<file path="config.mk">
export PLATFORM = sky130hd
export DESIGN_NAME = rr_arb_mux
export DESIGN_NICKNAME = d
export VERILOG_FILES = /design/src/rtl/rr_arb_mux.sv
export SDC_FILE = /design/constraint.sdc
export NUM_CORES = 1
export LEC_CHECK = 0
export ABC_CLOCK_PERIOD_IN_PS = 3760
export BUFFER_PORTS_ARGS = -buffer_cell sky130_fd_sc_hd__buf_2
export CORE_ASPECT_RATIO = 1.25
export CORE_MARGIN = 4
export CORE_UTILIZATION = 30
export CTS_CLUSTER_SIZE = 8
export DETAILED_ROUTE_END_ITERATION = 16
export REMOVE_ABC_BUFFERS = 1
export SLEW_MARGIN = 20
export SYNTH_ARGS = -nofsm -noshare
export SYNTH_HDL_FRONTEND = slang
export SYNTH_SLANG_ARGS = --single-unit
</file>
<file path="constraint.sdc">
create_clock -name clk -period 3.76 [get_ports clk]
set_clock_uncertainty 0.1 [all_clocks]
set_input_delay 0 -clock clk [delete_from_list [all_inputs] [get_ports clk]]
set_output_delay 0 -clock clk [all_outputs]
set_load 0.05 [all_outputs]
</file>
<file path="src/rtl/rr_arb_mux.sv">
// rr_arb_mux: N-channel valid/ready merge with round-robin arbitration into a
// registered single-entry output stage. Define RR_ARB_MUX_FIXED_PRIO_EN for lowest-index-wins priority.
module rr_arb_mux #(
  parameter  int DATA_W = 16,
  parameter  int N_IN   = 3,
  localparam int SEL_W  = $clog2(N_IN)
) (
  input  logic                   clk,
  input  logic                   arst_n,
  input  logic [N_IN*DATA_W-1:0] in_data,
  input  logic [N_IN-1:0]        in_valid,
  output logic [N_IN-1:0]        in_ready,
  output logic [DATA_W-1:0]      out_data,
  output logic [SEL_W-1:0]       out_sel,
  output logic                   out_valid,
  input  logic                   out_ready
);

  logic [SEL_W-1:0]  ptr_s;
  logic              hi_vld_s;
  logic              lo_vld_s;
  logic [SEL_W-1:0]  hi_idx_s;
  logic [SEL_W-1:0]  lo_idx_s;
  logic              gnt_vld_s;
  logic [SEL_W-1:0]  gnt_idx_s;
  logic [DATA_W-1:0] gnt_data_s;
  logic              can_accept_s;
  logic              xfer_s;

  logic              out_valid_q;
  logic              out_valid_d;
  logic [DATA_W-1:0] out_data_q;
  logic [DATA_W-1:0] out_data_d;
  logic [SEL_W-1:0]  out_sel_q;
  logic [SEL_W-1:0]  out_sel_d;

  // Split the search at ptr: lowest valid index at/above ptr wins, else lowest below it.
  always_comb begin
    hi_vld_s = 1'b0;
    lo_vld_s = 1'b0;
    hi_idx_s = {SEL_W{1'b0}};
    lo_idx_s = {SEL_W{1'b0}};
    for (int i = N_IN - 1; i >= 0; i--) begin
      hi_idx_s = (in_valid[i] && (SEL_W'(i) >= ptr_s)) ? SEL_W'(i) : hi_idx_s;
      hi_vld_s = hi_vld_s | (in_valid[i] & (SEL_W'(i) >= ptr_s));
      lo_idx_s = (in_valid[i] && (SEL_W'(i) < ptr_s)) ? SEL_W'(i) : lo_idx_s;
      lo_vld_s = lo_vld_s | (in_valid[i] & (SEL_W'(i) < ptr_s));
    end
    gnt_vld_s = hi_vld_s | lo_vld_s;
    gnt_idx_s = hi_vld_s ? hi_idx_s : lo_idx_s;
  end

  assign can_accept_s = ~out_valid_q | out_ready;
  assign xfer_s       = gnt_vld_s & can_accept_s;

  // Winner data mux and one-hot ready back to the granted producer.
  always_comb begin
    gnt_data_s = {DATA_W{1'b0}};
    in_ready   = {N_IN{1'b0}};
    for (int i = 0; i < N_IN; i++) begin
      gnt_data_s  = (gnt_idx_s == SEL_W'(i)) ? in_data[i*DATA_W +: DATA_W] : gnt_data_s;
      in_ready[i] = xfer_s & (gnt_idx_s == SEL_W'(i));
    end
  end

`ifdef RR_ARB_MUX_FIXED_PRIO_EN
  assign ptr_s = {SEL_W{1'b0}};
`else
  logic [SEL_W-1:0] ptr_q;
  logic [SEL_W-1:0] ptr_d;
  logic [SEL_W-1:0] ptr_nxt_s;

  // Explicit wrap so non-power-of-two N_IN never reaches an out-of-range pointer.
  assign ptr_nxt_s = (gnt_idx_s == SEL_W'(N_IN - 1)) ? {SEL_W{1'b0}} : gnt_idx_s + SEL_W'(1);

  // Pointer advances past the winner only on a transfer.
  always_comb begin
    if (xfer_s) begin
      ptr_d = ptr_nxt_s;
    end else begin
      ptr_d = ptr_q;
    end
  end

  // Round-robin pointer register.
  always_ff @(posedge clk or negedge arst_n) begin
    if (!arst_n) begin
      ptr_q <= {SEL_W{1'b0}};
    end else begin
      ptr_q <= ptr_d;
    end
  end

  assign ptr_s = ptr_q;
`endif

  // Output stage: refill on transfer, drain to empty when consumed with no refill, else hold.
  always_comb begin
    out_valid_d = out_valid_q;
    out_data_d  = out_data_q;
    out_sel_d   = out_sel_q;
    if (xfer_s) begin
      out_valid_d = 1'b1;
      out_data_d  = gnt_data_s;
      out_sel_d   = gnt_idx_s;
    end else if (out_ready) begin
      out_valid_d = 1'b0;
    end else begin
      out_valid_d = out_valid_q;
    end
  end

  // Output stage registers.
  always_ff @(posedge clk or negedge arst_n) begin
    if (!arst_n) begin
      out_valid_q <= 1'b0;
      out_data_q  <= {DATA_W{1'b0}};
      out_sel_q   <= {SEL_W{1'b0}};
    end else begin
      out_valid_q <= out_valid_d;
      out_data_q  <= out_data_d;
      out_sel_q   <= out_sel_d;
    end
  end

  assign out_valid = out_valid_q;
  assign out_data  = out_data_q;
  assign out_sel   = out_sel_q;

endmodule

</file>
Word-level counts from Yosys, hierarchy flattened
Cells that the tools add are included.
Widths: inputs -> output; s select.
Storage, ports and cells
  output and inout bits: 22
  word-level logic and storage cells: 51
  bits in registers: 21
  input bits: 54
Cells by class
  equal/unequal tests: 2
  reduce and logical (&&, ||, !) cells: 8
  mux-type cells: 13
  magnitude comparators: 6
  $add $sub $neg: 1
  bitwise gates (word level): 17
Operators by type and width (count)
  $mux 16: 3
  $mux 2: 8
  $and 1x1->1: 10
  $logic_and 1x1->1: 6
  $or 1x1->1: 6
  $ge 1x2->1 const A: 2
  $lt 1x2->1 const A: 2
  $add 2x1->2 const B: 1
  $eq 2x1->1 const B: 1
  $eq 2x2->1 const B: 1
  $ge 2x2->1 const A: 1
  $logic_not 2->1: 1
  $lt 2x2->1 const A: 1
  $mux 1: 2
  $reduce_bool 2->1: 1
  $not 1->1: 1

Depth between registers and ports, before layout
  depth after elaboration: 10
  depth in mapped cells: 6
  mapped depth without buffers: 4

Worst setup path after synthesis
OpenSTA, ideal clock, no wires.
  path type: flip-flop to flip-flop
  start: register out_valid_q (netlist: out_valid)
  end: register out_sel_q[0] (netlist: out_sel[0])
  stages on the path, launching flop included: 5
  period minus slack after synthesis: 1951 ps
  path buffers: 0
  setup slack: 1809 ps
  data required time: 3592 ps
  arrival: 1783 ps
  cell sequence: dfrtp_1 nand2b_1 o31ai_1 nor2_1 a21o_1
Between the ends
  word-level cells in the longest chain between the ends: 3
RTL lines
  from (decl): RTL line 30  | logic out_valid_q;
  from (signal assigned): RTL line 120  | out_valid_q <= out_valid_d;
  $not 1->1: RTL line 53  | assign can_accept_s = ~out_valid_q | out_ready;
  $or 1x1->1: RTL line 53
  $and 1x1->1: RTL line 54  | assign xfer_s = gnt_vld_s & can_accept_s;
  to (signal assigned): RTL line 118  | out_sel_q <= {SEL_W{1'b0}};
  to (signal assigned): RTL line 122  | out_sel_q <= out_sel_d;
  to (decl): RTL line 34  | logic [SEL_W-1:0] out_sel_q;
Every way passes these cells.
A chain may end at the register's enable or synchronous reset.

Worst setup path in the final report
  start: register out_valid_q (netlist: out_valid)
  end: register out_data_q[7] (netlist: out_data[7])
Between the ends
  word-level cells in the longest chain between the ends: 3
RTL lines
  $not 1->1: RTL line 53
  $or 1x1->1: RTL line 53
  $and 1x1->1: RTL line 54
  to (signal assigned): RTL line 117  | out_data_q <= {DATA_W{1'b0}};
  to (signal assigned): RTL line 121  | out_data_q <= out_data_d;
  to (decl): RTL line 32  | logic [DATA_W-1:0] out_data_q;
Every way passes these cells.

==> flow_summary_export.csv <==
group,metric,value,unit
outcome,status,"complete, but fails checks",
outcome,violations,"negative hold slack",
layout,nets,274,
synthesis,synth_cell_types,29,
global_routing,antenna_found_initial,0,
synthesis,synth.cell_area,1360,sq um
route,drcViolationCount,0,
synthesis,ys_warn_count,0,
route,routedWlPerCell,14.6,um
floorplanning,core_area,4390,sq um
sta,finalSetupViolations,0,
floorplanning,rows,27,
layout,area_growth,46.3,%
synthesis,ys_ff_latch,21,
worst_hold_path,hold_class,"in2reg",
sta,tightest_slew,0.912,ns
clocking,cts_buffers,3,
worst_setup_path,cp.arrival,2.63,ns
pwr,clkPwrFrac,0.173,
sta,setup_ws,1.18,ns
global_routing,grt_pass1_vias,1490,
route,drt_iter0_markers,41,
floorplanning,die_h,83.4,um
global_routing,grt_pass1_wl,6880,um
clocking,clockRootBuffer,"clkbuf_8",
sta,fin_crit_sh,0.687,
clocking,cts_tree,"built",
worst_setup_path,critPathMaxFanout,20,
pwr,finalPower,855,uW
sta,rsz0062_at_grt,"false",
global_routing,grt_max_degree,22,
route,detail-route-antenna-nets,0,
synthesis,postSynthAreaPerCell,10.6,sq um
global_routing,overflow,0,
layout,postLayoutCellArea,1990,sq um
layout,stdcell_count,277,
route,routed_via_density,4.93,
worst_setup_path,critPathRequiredTime,3.80,ns
worst_setup_path,path_class,"reg2reg",
clocking,cts_resized,0,
placement,placed_cell_area,1730,sq um
sta,tns,0,ns
route,vias,1366,
clocking,cts.sinks,21,
synthesis,syn_inst,128,
floorplanning,ios,76,
placement,io_buffers,75,
pwr,p_per_area,429,nW/um^2
sta,fmax,387,MHz
pwr,switching_share,0.444,
floorplanning,die_w,68.3,um
floorplanning,start_util,0.310,
clocking,clk_pin_slew,0.08,ns
clocking,h-tree-depth,1,
global_routing,track_usage,0.154,
pwr,power.internal,476,uW
run,maxCapViolations,0,
placement,placedCellCount,251,
clocking,cts_buffer_depth,2,
layout,fillers,465,
synthesis,synth_seq_area_share,0.386,
pwr,power_frac_comb,0.482,
placement,place_hpwl,2930,um
sta,slew_violations,0,
layout,antenna_cells,0,
sta,slew_headroom,0.389,
sta,hold_violations,1,
pwr,ir_drop,0.000211,V
sta,fin_hold_ws,-0.00482,ns
pwr,p_leak,0.861,nW
pwr,p_seq_frac,0.346,
route,drt_first_pass_iters,4,
pwr,switchingPower,380,uW
placement,globalplace.congestion,0.732,
placement,post-place-ws,1.69,ns
floorplanning,die_area,5690,sq um
route,routed_wl,4050,um
sta,period_needed,2.58,ns
worst_setup_path,worst_setup_path_start_kind,"register",
clocking,clk_latency,0.26,ns
layout,drive_gt1_frac,0.484,
worst_setup_path,cp-end-kind,"register",
## what timing repair did
| action | in CTS | in global routing |
|---|---|---|
| hold buffers | 22 | 0 |
| endpoints found under the hold margin | 38 | 0 |
| buffers inserted | 0 | 0 |
## sequential cells by signal (all words and copies together) (netlist names)
register,count
out_data,16
out_valid,1
ptr_q,2
out_sel,2
## worst paths after layout
kind,startpoint,depth (start not counted),to,slack [ns]
min in group asynchronous,arst_n,2,out_data[1],0.14
hold / removal,in_data[8],3,out_data[8],-0.005
hold reg to reg,out_sel[0],1,out_sel[0],0.38
max in group asynchronous,arst_n,2,out_data[0],3.08
setup / recovery,out_valid,5,out_data[7],1.18
setup reg to reg,out_valid,5,out_data[7],1.18
## synth_stat cells
master / n / area share
a21boi_2: 2 / 0.017
a21oi_1: 4 / 0.015
nand2b_4: 1 / 0.010
dfrtp_1: 21 / 0.39
o211ai_1: 3 / 0.017
buf_4: 3 / 0.017
o311ai_0: 3 / 0.019
buf_6: 4 / 0.033
buf_2: 3 / 0.011
nor2_1: 14 / 0.039
and2_4: 1 / 0.0064
nand2b_1: 2 / 0.0092
o2111ai_1: 1 / 0.0064
a211oi_1: 7 / 0.039
a21bo_2: 1 / 0.0073
o21ai_0: 1 / 0.0037
nand3_1: 1 / 0.0037
nor2_4: 1 / 0.0083
a21oi_2: 1 / 0.0064
o22ai_1: 16 / 0.073
a21oi_4: 1 / 0.012
a2111o_1: 3 / 0.025
inv_1: 6 / 0.017
nand3b_1: 1 / 0.0055
a21o_1: 3 / 0.017
o31ai_1: 1 / 0.0055
a21o_4: 1 / 0.011
nand2_1: 3 / 0.0083
a211oi_2: 19 / 0.17
## worst max-delay path, cell delays in order (launching register included)
cell and delay, ns:
dfrtp_1 0.38, nand2b_1 0.15, a21boi_2 0.75, and2_4 0.42, a211oi_1 0.10, dlygate4sd3_1 0.56
## through the flow
stage	hold WS, ns	util
after floorplan	-0.396	-
after global placement	-0.106	0.393
after detailed placement	-0.0978	0.393
after CTS	0.000219	0.454
after global routing	0.00791	0.454
final	-0.00482	0.454
## cell usage in the layout (no fill, tap or decap), types with 2 or more instances in the layout
| cell type | count |
|---|---|
| a211oi_2 | 19 |
| a211oi_1 | 7 |
| o22ai_1 | 16 |
| nand2_1 | 3 |
| dlygate4sd3_1 | 22 |
| a21o_1 | 3 |
| nand2b_1 | 2 |
| a21oi_1 | 4 |
| a21boi_2 | 2 |
| dfrtp_1 | 21 |
| inv_1 | 6 |
| nor2_1 | 14 |
| clkbuf_8 | 3 |
| buf_2 | 75 |
| a2111o_1 | 3 |
| o211ai_1 | 3 |
| o311ai_0 | 3 |
## routing by layer
metal | wire (um) | GRT usage
met1 | 1740 | 0.191
met2 | 2020 | 0.259
met3 | 255 | 0.0271
met4 | 41 | 0.0579
met5 | 0 | 0
## power by group through the flow
stage	clock (mW)	sequential [mW]	combinational (mW)
after floorplan	0	0.437	0.136
after global placement	0	0.300	0.385
after detailed placement	0	0.299	0.389
after CTS	0.155	0.296	0.415
after global routing	0.167	0.302	0.441
final	0.148	0.296	0.412
## layout make-up
cell class	count	area [sq um]	area share
multi-input combinational	91	732	0.367
tap	58	72.6	0.0364
clock buffer	4	45.0	0.0226
inverter	6	22.5	0.0113
timing repair buffer	97	596	0.299
sequential	21	526	0.264
## cells by family (layout without fill, tap and decap cells)
kind of cell | Yosys count | after routing | synth area share
flip-flops | 21 | 21 | 0.386
AND/OR/NAND/NOR | 24 | 24 | 0.0900
AO/OA/AOI/OAI | 67 | 67 | 0.447
buffers and inverters | 16 | 107 | 0.0771
Note: power is estimated with default switching activity, not from simulation.
